[src/rtl/otter_lsu_if.sv]
// Signal bundle between the execute stage / data bus and the OTTER load-store unit.
// The LSU uses the slave modport; the environment (core or bench) uses master.
interface otter_lsu_if;
   logic        i_valid;
   logic        o_ready;
   logic        i_we;
   logic [31:0] i_addr;
   logic [31:0] i_wdata;
   logic [1:0]  i_size;
   logic        i_unsigned;
   logic        o_done;
   logic        o_err;
   logic [31:0] o_rdata;
   logic        o_mem_req;
   logic        o_mem_we;
   logic [31:0] o_mem_addr;
   logic [31:0] o_mem_wdata;
   logic [3:0]  o_mem_be;
   logic        i_mem_ack;
   logic [31:0] i_mem_rdata;

   modport slave (
      input  i_valid, i_we, i_addr, i_wdata, i_size, i_unsigned, i_mem_ack, i_mem_rdata,
      output o_ready, o_done, o_err, o_rdata, o_mem_req, o_mem_we, o_mem_addr,
             o_mem_wdata, o_mem_be
   );

   modport master (
      output i_valid, i_we, i_addr, i_wdata, i_size, i_unsigned, i_mem_ack, i_mem_rdata,
      input  o_ready, o_done, o_err, o_rdata, o_mem_req, o_mem_we, o_mem_addr,
             o_mem_wdata, o_mem_be
   );
endinterface

[src/rtl/otter_lsu.sv]
// OTTER load-store unit: one memory op at a time, lane steering, load extension,
// alignment checking and an ack timeout on the data bus.
//
// state | meaning
// IDLE  | ready; accepts and checks a new op
// REQ   | bus request held until ack or timeout
// DONE  | one-cycle completion pulse, o_err qualifies it
module otter_lsu #(
   parameter int unsigned ACK_TIMEOUT = 255
) (
   input logic        i_clk,
   input logic        i_rst_n,
   otter_lsu_if.slave bus
);

   localparam int CW = (ACK_TIMEOUT < 2) ? 1 : $clog2(ACK_TIMEOUT + 1);

   typedef enum logic [1:0] {IDLE, REQ, DONE} state_t;

   state_t        state_q, state_d;
   logic          we_q, we_d;
   logic [31:0]   addr_q, addr_d;
   logic [31:0]   wdata_q, wdata_d;
   logic [1:0]    size_q, size_d;
   logic          uns_q, uns_d;
   logic          err_q, err_d;
   logic [31:0]   rdata_q, rdata_d;
   logic [CW-1:0] cnt_q, cnt_d;
   logic [CW-1:0] cnt_inc;

   logic          bad_op;
   logic          timed_out;
   logic [7:0]    byte_sel;
   logic [15:0]   half_sel;
   logic [31:0]   load_ext;
   logic [3:0]    be_lane;
   logic [31:0]   wdata_lane;

   assign bad_op = (bus.i_size == 2'b11) ||
                   (bus.i_size == 2'b01 && bus.i_addr[0]) ||
                   (bus.i_size == 2'b10 && bus.i_addr[1:0] != 2'b00);

   assign cnt_inc   = cnt_q + CW'(1);
   assign timed_out = (ACK_TIMEOUT != 0) && (cnt_inc == CW'(ACK_TIMEOUT));

   always_comb begin
      byte_sel = bus.i_mem_rdata[{addr_q[1:0], 3'b000} +: 8];
      half_sel = addr_q[1] ? bus.i_mem_rdata[31:16] : bus.i_mem_rdata[15:0];
      case (size_q)
         2'b00:   load_ext = {{24{~uns_q & byte_sel[7]}}, byte_sel};
         2'b01:   load_ext = {{16{~uns_q & half_sel[15]}}, half_sel};
         default: load_ext = bus.i_mem_rdata;
      endcase
   end

   always_comb begin
      case (size_q)
         2'b00: begin
            be_lane    = 4'b0001 << addr_q[1:0];
            wdata_lane = {4{wdata_q[7:0]}};
         end
         2'b01: begin
            be_lane    = 4'b0011 << {addr_q[1], 1'b0};
            wdata_lane = {2{wdata_q[15:0]}};
         end
         default: begin
            be_lane    = 4'b1111;
            wdata_lane = wdata_q;
         end
      endcase
   end

   always_comb begin
      state_d = state_q;
      we_d    = we_q;
      addr_d  = addr_q;
      wdata_d = wdata_q;
      size_d  = size_q;
      uns_d   = uns_q;
      err_d   = err_q;
      rdata_d = rdata_q;
      cnt_d   = cnt_q;
      case (state_q)
         IDLE: begin
            if (bus.i_valid) begin
               we_d    = bus.i_we;
               addr_d  = bus.i_addr;
               wdata_d = bus.i_wdata;
               size_d  = bus.i_size;
               uns_d   = bus.i_unsigned;
               cnt_d   = '0;
               if (bad_op) begin
                  state_d = DONE;
                  err_d   = 1'b1;
                  rdata_d = '0;
               end else begin
                  state_d = REQ;
                  err_d   = 1'b0;
               end
            end
         end
         REQ: begin
            // Ack wins over a timeout that would expire on the same cycle.
            if (bus.i_mem_ack) begin
               state_d = DONE;
               err_d   = 1'b0;
               rdata_d = we_q ? 32'h0 : load_ext;
            end else if (timed_out) begin
               state_d = DONE;
               err_d   = 1'b1;
               rdata_d = '0;
            end else begin
               cnt_d = cnt_inc;
            end
         end
         DONE:    state_d = IDLE;
         default: state_d = IDLE;
      endcase
   end

   always_ff @(posedge i_clk or negedge i_rst_n) begin
      if (!i_rst_n) begin
         state_q <= IDLE;
         we_q    <= 1'b0;
         addr_q  <= '0;
         wdata_q <= '0;
         size_q  <= '0;
         uns_q   <= 1'b0;
         err_q   <= 1'b0;
         rdata_q <= '0;
         cnt_q   <= '0;
      end else begin
         state_q <= state_d;
         we_q    <= we_d;
         addr_q  <= addr_d;
         wdata_q <= wdata_d;
         size_q  <= size_d;
         uns_q   <= uns_d;
         err_q   <= err_d;
         rdata_q <= rdata_d;
         cnt_q   <= cnt_d;
      end
   end

   assign bus.o_ready     = (state_q == IDLE);
   assign bus.o_done      = (state_q == DONE);
   assign bus.o_err       = (state_q == DONE) && err_q;
   assign bus.o_rdata     = rdata_q;
   assign bus.o_mem_req   = (state_q == REQ);
   assign bus.o_mem_we    = (state_q == REQ) && we_q;
   assign bus.o_mem_addr  = {addr_q[31:2], 2'b00};
   assign bus.o_mem_wdata = wdata_lane;
   assign bus.o_mem_be    = ((state_q == REQ) && we_q) ? be_lane : 4'b0000;

endmodule

[src/flat_wrapper.sv]
// flat-port wrapper written by rule: the top's interface ports become plain ports
module otter_lsu_flat 
#(
   parameter int unsigned ACK_TIMEOUT = 255
)
  (i_clk, i_rst_n, bus_i_valid, bus_i_we, bus_i_addr, bus_i_wdata, bus_i_size, bus_i_unsigned, bus_i_mem_ack, bus_i_mem_rdata, bus_o_ready, bus_o_done, bus_o_err, bus_o_rdata, bus_o_mem_req, bus_o_mem_we, bus_o_mem_addr, bus_o_mem_wdata, bus_o_mem_be);
  otter_lsu_if bus_i ();
  input logic i_clk;
  input logic i_rst_n;
  input wire logic [$bits(bus_i.i_valid)-1:0] bus_i_valid;
  input wire logic [$bits(bus_i.i_we)-1:0] bus_i_we;
  input wire logic [$bits(bus_i.i_addr)-1:0] bus_i_addr;
  input wire logic [$bits(bus_i.i_wdata)-1:0] bus_i_wdata;
  input wire logic [$bits(bus_i.i_size)-1:0] bus_i_size;
  input wire logic [$bits(bus_i.i_unsigned)-1:0] bus_i_unsigned;
  input wire logic [$bits(bus_i.i_mem_ack)-1:0] bus_i_mem_ack;
  input wire logic [$bits(bus_i.i_mem_rdata)-1:0] bus_i_mem_rdata;
  output wire logic [$bits(bus_i.o_ready)-1:0] bus_o_ready;
  output wire logic [$bits(bus_i.o_done)-1:0] bus_o_done;
  output wire logic [$bits(bus_i.o_err)-1:0] bus_o_err;
  output wire logic [$bits(bus_i.o_rdata)-1:0] bus_o_rdata;
  output wire logic [$bits(bus_i.o_mem_req)-1:0] bus_o_mem_req;
  output wire logic [$bits(bus_i.o_mem_we)-1:0] bus_o_mem_we;
  output wire logic [$bits(bus_i.o_mem_addr)-1:0] bus_o_mem_addr;
  output wire logic [$bits(bus_i.o_mem_wdata)-1:0] bus_o_mem_wdata;
  output wire logic [$bits(bus_i.o_mem_be)-1:0] bus_o_mem_be;
  assign bus_i.i_valid = bus_i_valid;
  assign bus_i.i_we = bus_i_we;
  assign bus_i.i_addr = bus_i_addr;
  assign bus_i.i_wdata = bus_i_wdata;
  assign bus_i.i_size = bus_i_size;
  assign bus_i.i_unsigned = bus_i_unsigned;
  assign bus_i.i_mem_ack = bus_i_mem_ack;
  assign bus_i.i_mem_rdata = bus_i_mem_rdata;
  assign bus_o_ready = bus_i.o_ready;
  assign bus_o_done = bus_i.o_done;
  assign bus_o_err = bus_i.o_err;
  assign bus_o_rdata = bus_i.o_rdata;
  assign bus_o_mem_req = bus_i.o_mem_req;
  assign bus_o_mem_we = bus_i.o_mem_we;
  assign bus_o_mem_addr = bus_i.o_mem_addr;
  assign bus_o_mem_wdata = bus_i.o_mem_wdata;
  assign bus_o_mem_be = bus_i.o_mem_be;
  otter_lsu #(.ACK_TIMEOUT(ACK_TIMEOUT)) u_core (.i_clk(i_clk), .i_rst_n(i_rst_n), .bus(bus_i));
endmodule
[config.mk]
export PLATFORM = sky130hd
export DESIGN_NAME = otter_lsu_flat
export DESIGN_NICKNAME = d
export VERILOG_FILES = /design/src/rtl/otter_lsu_if.sv /design/src/rtl/otter_lsu.sv /design/src/flat_wrapper.sv
export SDC_FILE = /design/constraint.sdc
export NUM_CORES = 1
export LEC_CHECK = 0
export CAP_MARGIN = 15
export CORE_UTILIZATION = 41
export DETAILED_ROUTE_END_ITERATION = 10
export GPL_TIMING_DRIVEN = 0
export PLACE_DENSITY = 0.85
export SYNTH_ARGS = -nofsm -noshare
export SYNTH_HDL_FRONTEND = slang
export SYNTH_SLANG_ARGS = --single-unit
[constraint.sdc]
create_clock -name i_clk -period 2.1 [get_ports i_clk]
set_input_delay 0.525 -clock i_clk [delete_from_list [all_inputs] [get_ports i_clk]]
set_output_delay 0.525 -clock i_clk [all_outputs]
set_load 0.01 [all_outputs]
==> reports/metrics.yaml <==
run_status:
  outcome: "finished with violations"
  failed_checks: "setup timing"
placement:
  place_ws_ps: -825
  hpwl_um: 12500
  portBuffers: 206
  gp_congestion: 0.857
  place_area_um2: 8020
yosys:
  netlist.area_leader.share: 0.487
  synth.avg_cell_area_um2: 8.89
  synth_ff_type: "dfrtp_1"
  netlist_instances: 642
  syn_area_um2: 5710
  synth_top_area_cell: "dfrtp_1"
  yosys_warnings: 0
  async_reset_ff_frac: 1.00
  synth_edf_count: 0
  synth_area_leaders: "dfrtp_1 49%, nand2_1 15%, buf_4 5.3%, a22o_1 3.5%, mux2_2 3.4%"
  ys_types: 48
  yosys_register_bits: 111
  ys_seq_area_frac: 0.487
worst_setup_path:
  cp.required_ps: 2400
  r2r_start: "u_core.state_q[1]"
  critPathMaxStageDelay_ps: 390
  ff2ff_path_depth: 8
  path_cells: "buf_4 -> buf_4 -> nand3b_1 -> or2_2 -> clkbuf_1 -> clkbuf_4 -> a221oi_1 -> a22o_1"
  worst_path_most_repeated_cell: "buf_4"
  arrival_ps: 2460
  path_class: "reg -> reg"
  cp_max_fo: 10
  path_buf_inv: 4
  cp-start-kind: "flip-flop"
  cp.depth: 8
  cp_top_family: "buffers and inverters"
  reg2reg_slack_ps: -60
  crit_slowest_cell: "dfrtp_1"
  r2r-end: "u_core.bus.o_rdata[5]"
  worstSetupEndpointType: "flip-flop"
layout:
  nFillCells: 1083
  diodes: 0
  layout-drive-gt1-share: 0.197
  layout.nets: 994
  final_util: 0.661
  synthToLayoutAreaGrowth_pct: 55.1
  stdcell_area_um2: 8850
cts:
  cts-root-buf: "clkbuf_16"
  cts_buffers: 9
  cts_tree: "done"
  cts_sinks: 111
  h-tree-depth: 3
  clockBufferDepth: 2
  cts.clk_slew.worst_paths_ps: 70
  clkLatencyLatePin_ps: 360
route:
  firstDrtPassIters: 5
  num_vias: 5569
  ant_nets: 0
  initialDrtViolationCount: 444
  avgViaCountPerCell: 5.21
  drc: 0
  wl_per_cell_um: 16.8
  routed_wl_um: 18000
timing:
  fin_crit_sh: 1.03
  finalCriticalPeriod_ps: 2160
  tightest_slew_ps: 548
  rsz0062_at_grt: "true"
  finalSetupViolCount: 27
  slew_headroom: 0.633
  fmax_ghz: 0.463
  fin_skew_ps: 6.29
  finalMaxSlewViolations: 0
  hold_viol: 0
  holdWs_ps: 477
  layout_setup_ws_ps: -60.9
power:
  p_switching_mw: 3.41
  clkPwrFrac: 0.192
  p_seq_frac: 0.322
  p_leak_nw: 4.20
  power.density_nw_per_um2: 1110
  sw_frac_of_total: 0.346
  ir_drop_v: 0.000675
  p_comb_frac: 0.487
  intPower_mw: 6.44
die:
  chipWidth_um: 120
  fp.dieH_um: 120
  fp-row-count: 42
  die_area_um2: 14400
  start_util: 0.426
  coreArea_um2: 13400
  ios: 209
min_path:
  holdPathEnd: "u_core.wdata_q[27]"
  min_from: "u_core.wdata_q[27]"
  min_path_cells: 2
  hp-class: "reg -> reg"
global_routing:
  grt_start_max_net_pins: 94
  grt_pass1_vias: 5444
  grt_pass1_wl_um: 28300
  grt_antenna_before_repair: 0
  overflow: 0
  track_usage: 0.253
run:
  drv_cap: 0
[metrics by stage]
step	setup TNS [ps]	instances	power (mW)
after CTS	-681	1060	9.57
after global placement	-478060	1025	7.31
final	-820	1069	9.85
after detailed placement	-50810	1026	7.39
after global routing	-2220	1069	10.4
after floorplan	0	643	5.28
[worst min-delay path: stages (launching register included)]
cell     delay [ps]
dfrtp_1         340
nand2_1          50
nand2_1          60
[cell families after synthesis]
family          after synthesis  synth area share
fa+ha+maj                     2           0.00438
mux                          36            0.0690
flops                       111             0.487
compound gates              112             0.144
xor+xnor                      2           0.00307
buf+inv                      94            0.0914
other cells                   1          0.000657
simple gates                284             0.201
[power by group through the flow]
stage / logic, mW / clock network (mW) / registers [mW]
floorplan: 2.16 / 0 / 3.12
global placement: 4.16 / 0 / 3.15
detailed placement: 4.24 / 0 / 3.15
CTS: 4.51 / 1.92 / 3.14
global route: 5.17 / 2.01 / 3.25
finish: 4.79 / 1.89 / 3.17
[state kept, by name (all words and copies together) (netlist names)]
register,count
u_core.err_q,1
u_core.wdata_q,32
u_core.we_q,1
u_core.state_q,2
u_core.size_q,2
u_core.bus.o_rdata,32
u_core.cnt_q,8
u_core.uns_q,1
u_core.addr_q,32
[layout by cell type (no fill, tap or decap), types with 4 or more instances in the layout]
master           netlist  final
a221oi_1              14     10
a221oi_2               0      4
a22o_1                23     23
buf_2                  3     12
buf_4                 40     63
buf_6                  2     18
buf_8                  0      4
clkbuf_1              32     21
clkbuf_16              0     12
clkbuf_2               0      5
clkdlybuf4s15_1        0      4
clkdlybuf4s50_1        0    172
dfrtp_1              111    108
dlygate4sd2_1          0      4
inv_1                 13     12
mux2_2                17      6
mux2_4                 0     11
mux2i_1               18     18
nand2_1              230    229
nand3_1                6      6
nor2_1                18     14
nor3_1                10     10
o211ai_1               6      6
o21ai_0               37     28
o21ai_1                1      9
o2bb2ai_1              9      9
[Yosys cell counts (all sizes together) (4+ instances only)]
cell     instances
o2bb2ai          9
buf             47
nor2            18
nor3            10
mux2            17
o21ai           38
a21oi            4
a221oi          14
dfrtp          111
nand2          230
o211ai           6
inv             13
clkbuf          32
nand2b           5
a22o            23
nand3            6
mux2i           18
[worst max path at each step]
| stage | start | endpoint | slack [ps] |
|---|---|---|---|
| after global placement | i_rst_n | u_core.addr_q[28] | -3870 |
| after detailed placement | u_core.size_q[1] | bus_o_mem_wdata[28] | -820 |
| after CTS | u_core.size_q[0] | bus_o_mem_wdata[31] | -140 |
| after floorplan | u_core.cnt_q[0] | u_core.bus.o_rdata[0] | 110 |
| final | u_core.state_q[1] | u_core.bus.o_rdata[5] | -60 |
| after global routing | u_core.state_q[1] | u_core.bus.o_rdata[5] | -180 |
[area by class of cell]
class	instances	area [um2]	share of cell area
Inverter	15	62.6	0.00707
Timing Repair Buffer	240	2380	0.269
Clock buffer	11	243	0.0274
Sequential cell	111	2780	0.314
Multi-Input combinational cell	438	2560	0.290
Clock inverter	5	81.3	0.00919
Buffer	73	515	0.0582
Tap cell	176	220	0.0249
[metal layers]
layer  vias up  GRT usage  wire length (um)
met1      2607      0.312              7220
met3        50     0.0722              1720
li1       2623          -                 -
met4         0      0.130               690
met2       289      0.401              8370
met5         -          0                 0
[timing repair]
item | 4_1_cts | 5_1_grt
resized for setup | 165 | 54
cloned | 0 | 3
hold buffers | 1 | 0
setup buffers | 20 | 9
pin swaps | 1 | 22
hold endpoints to repair | 18 | 0
setup endpoints to repair | 58 | 57
Note: power is estimated with default switching activity, not from simulation.
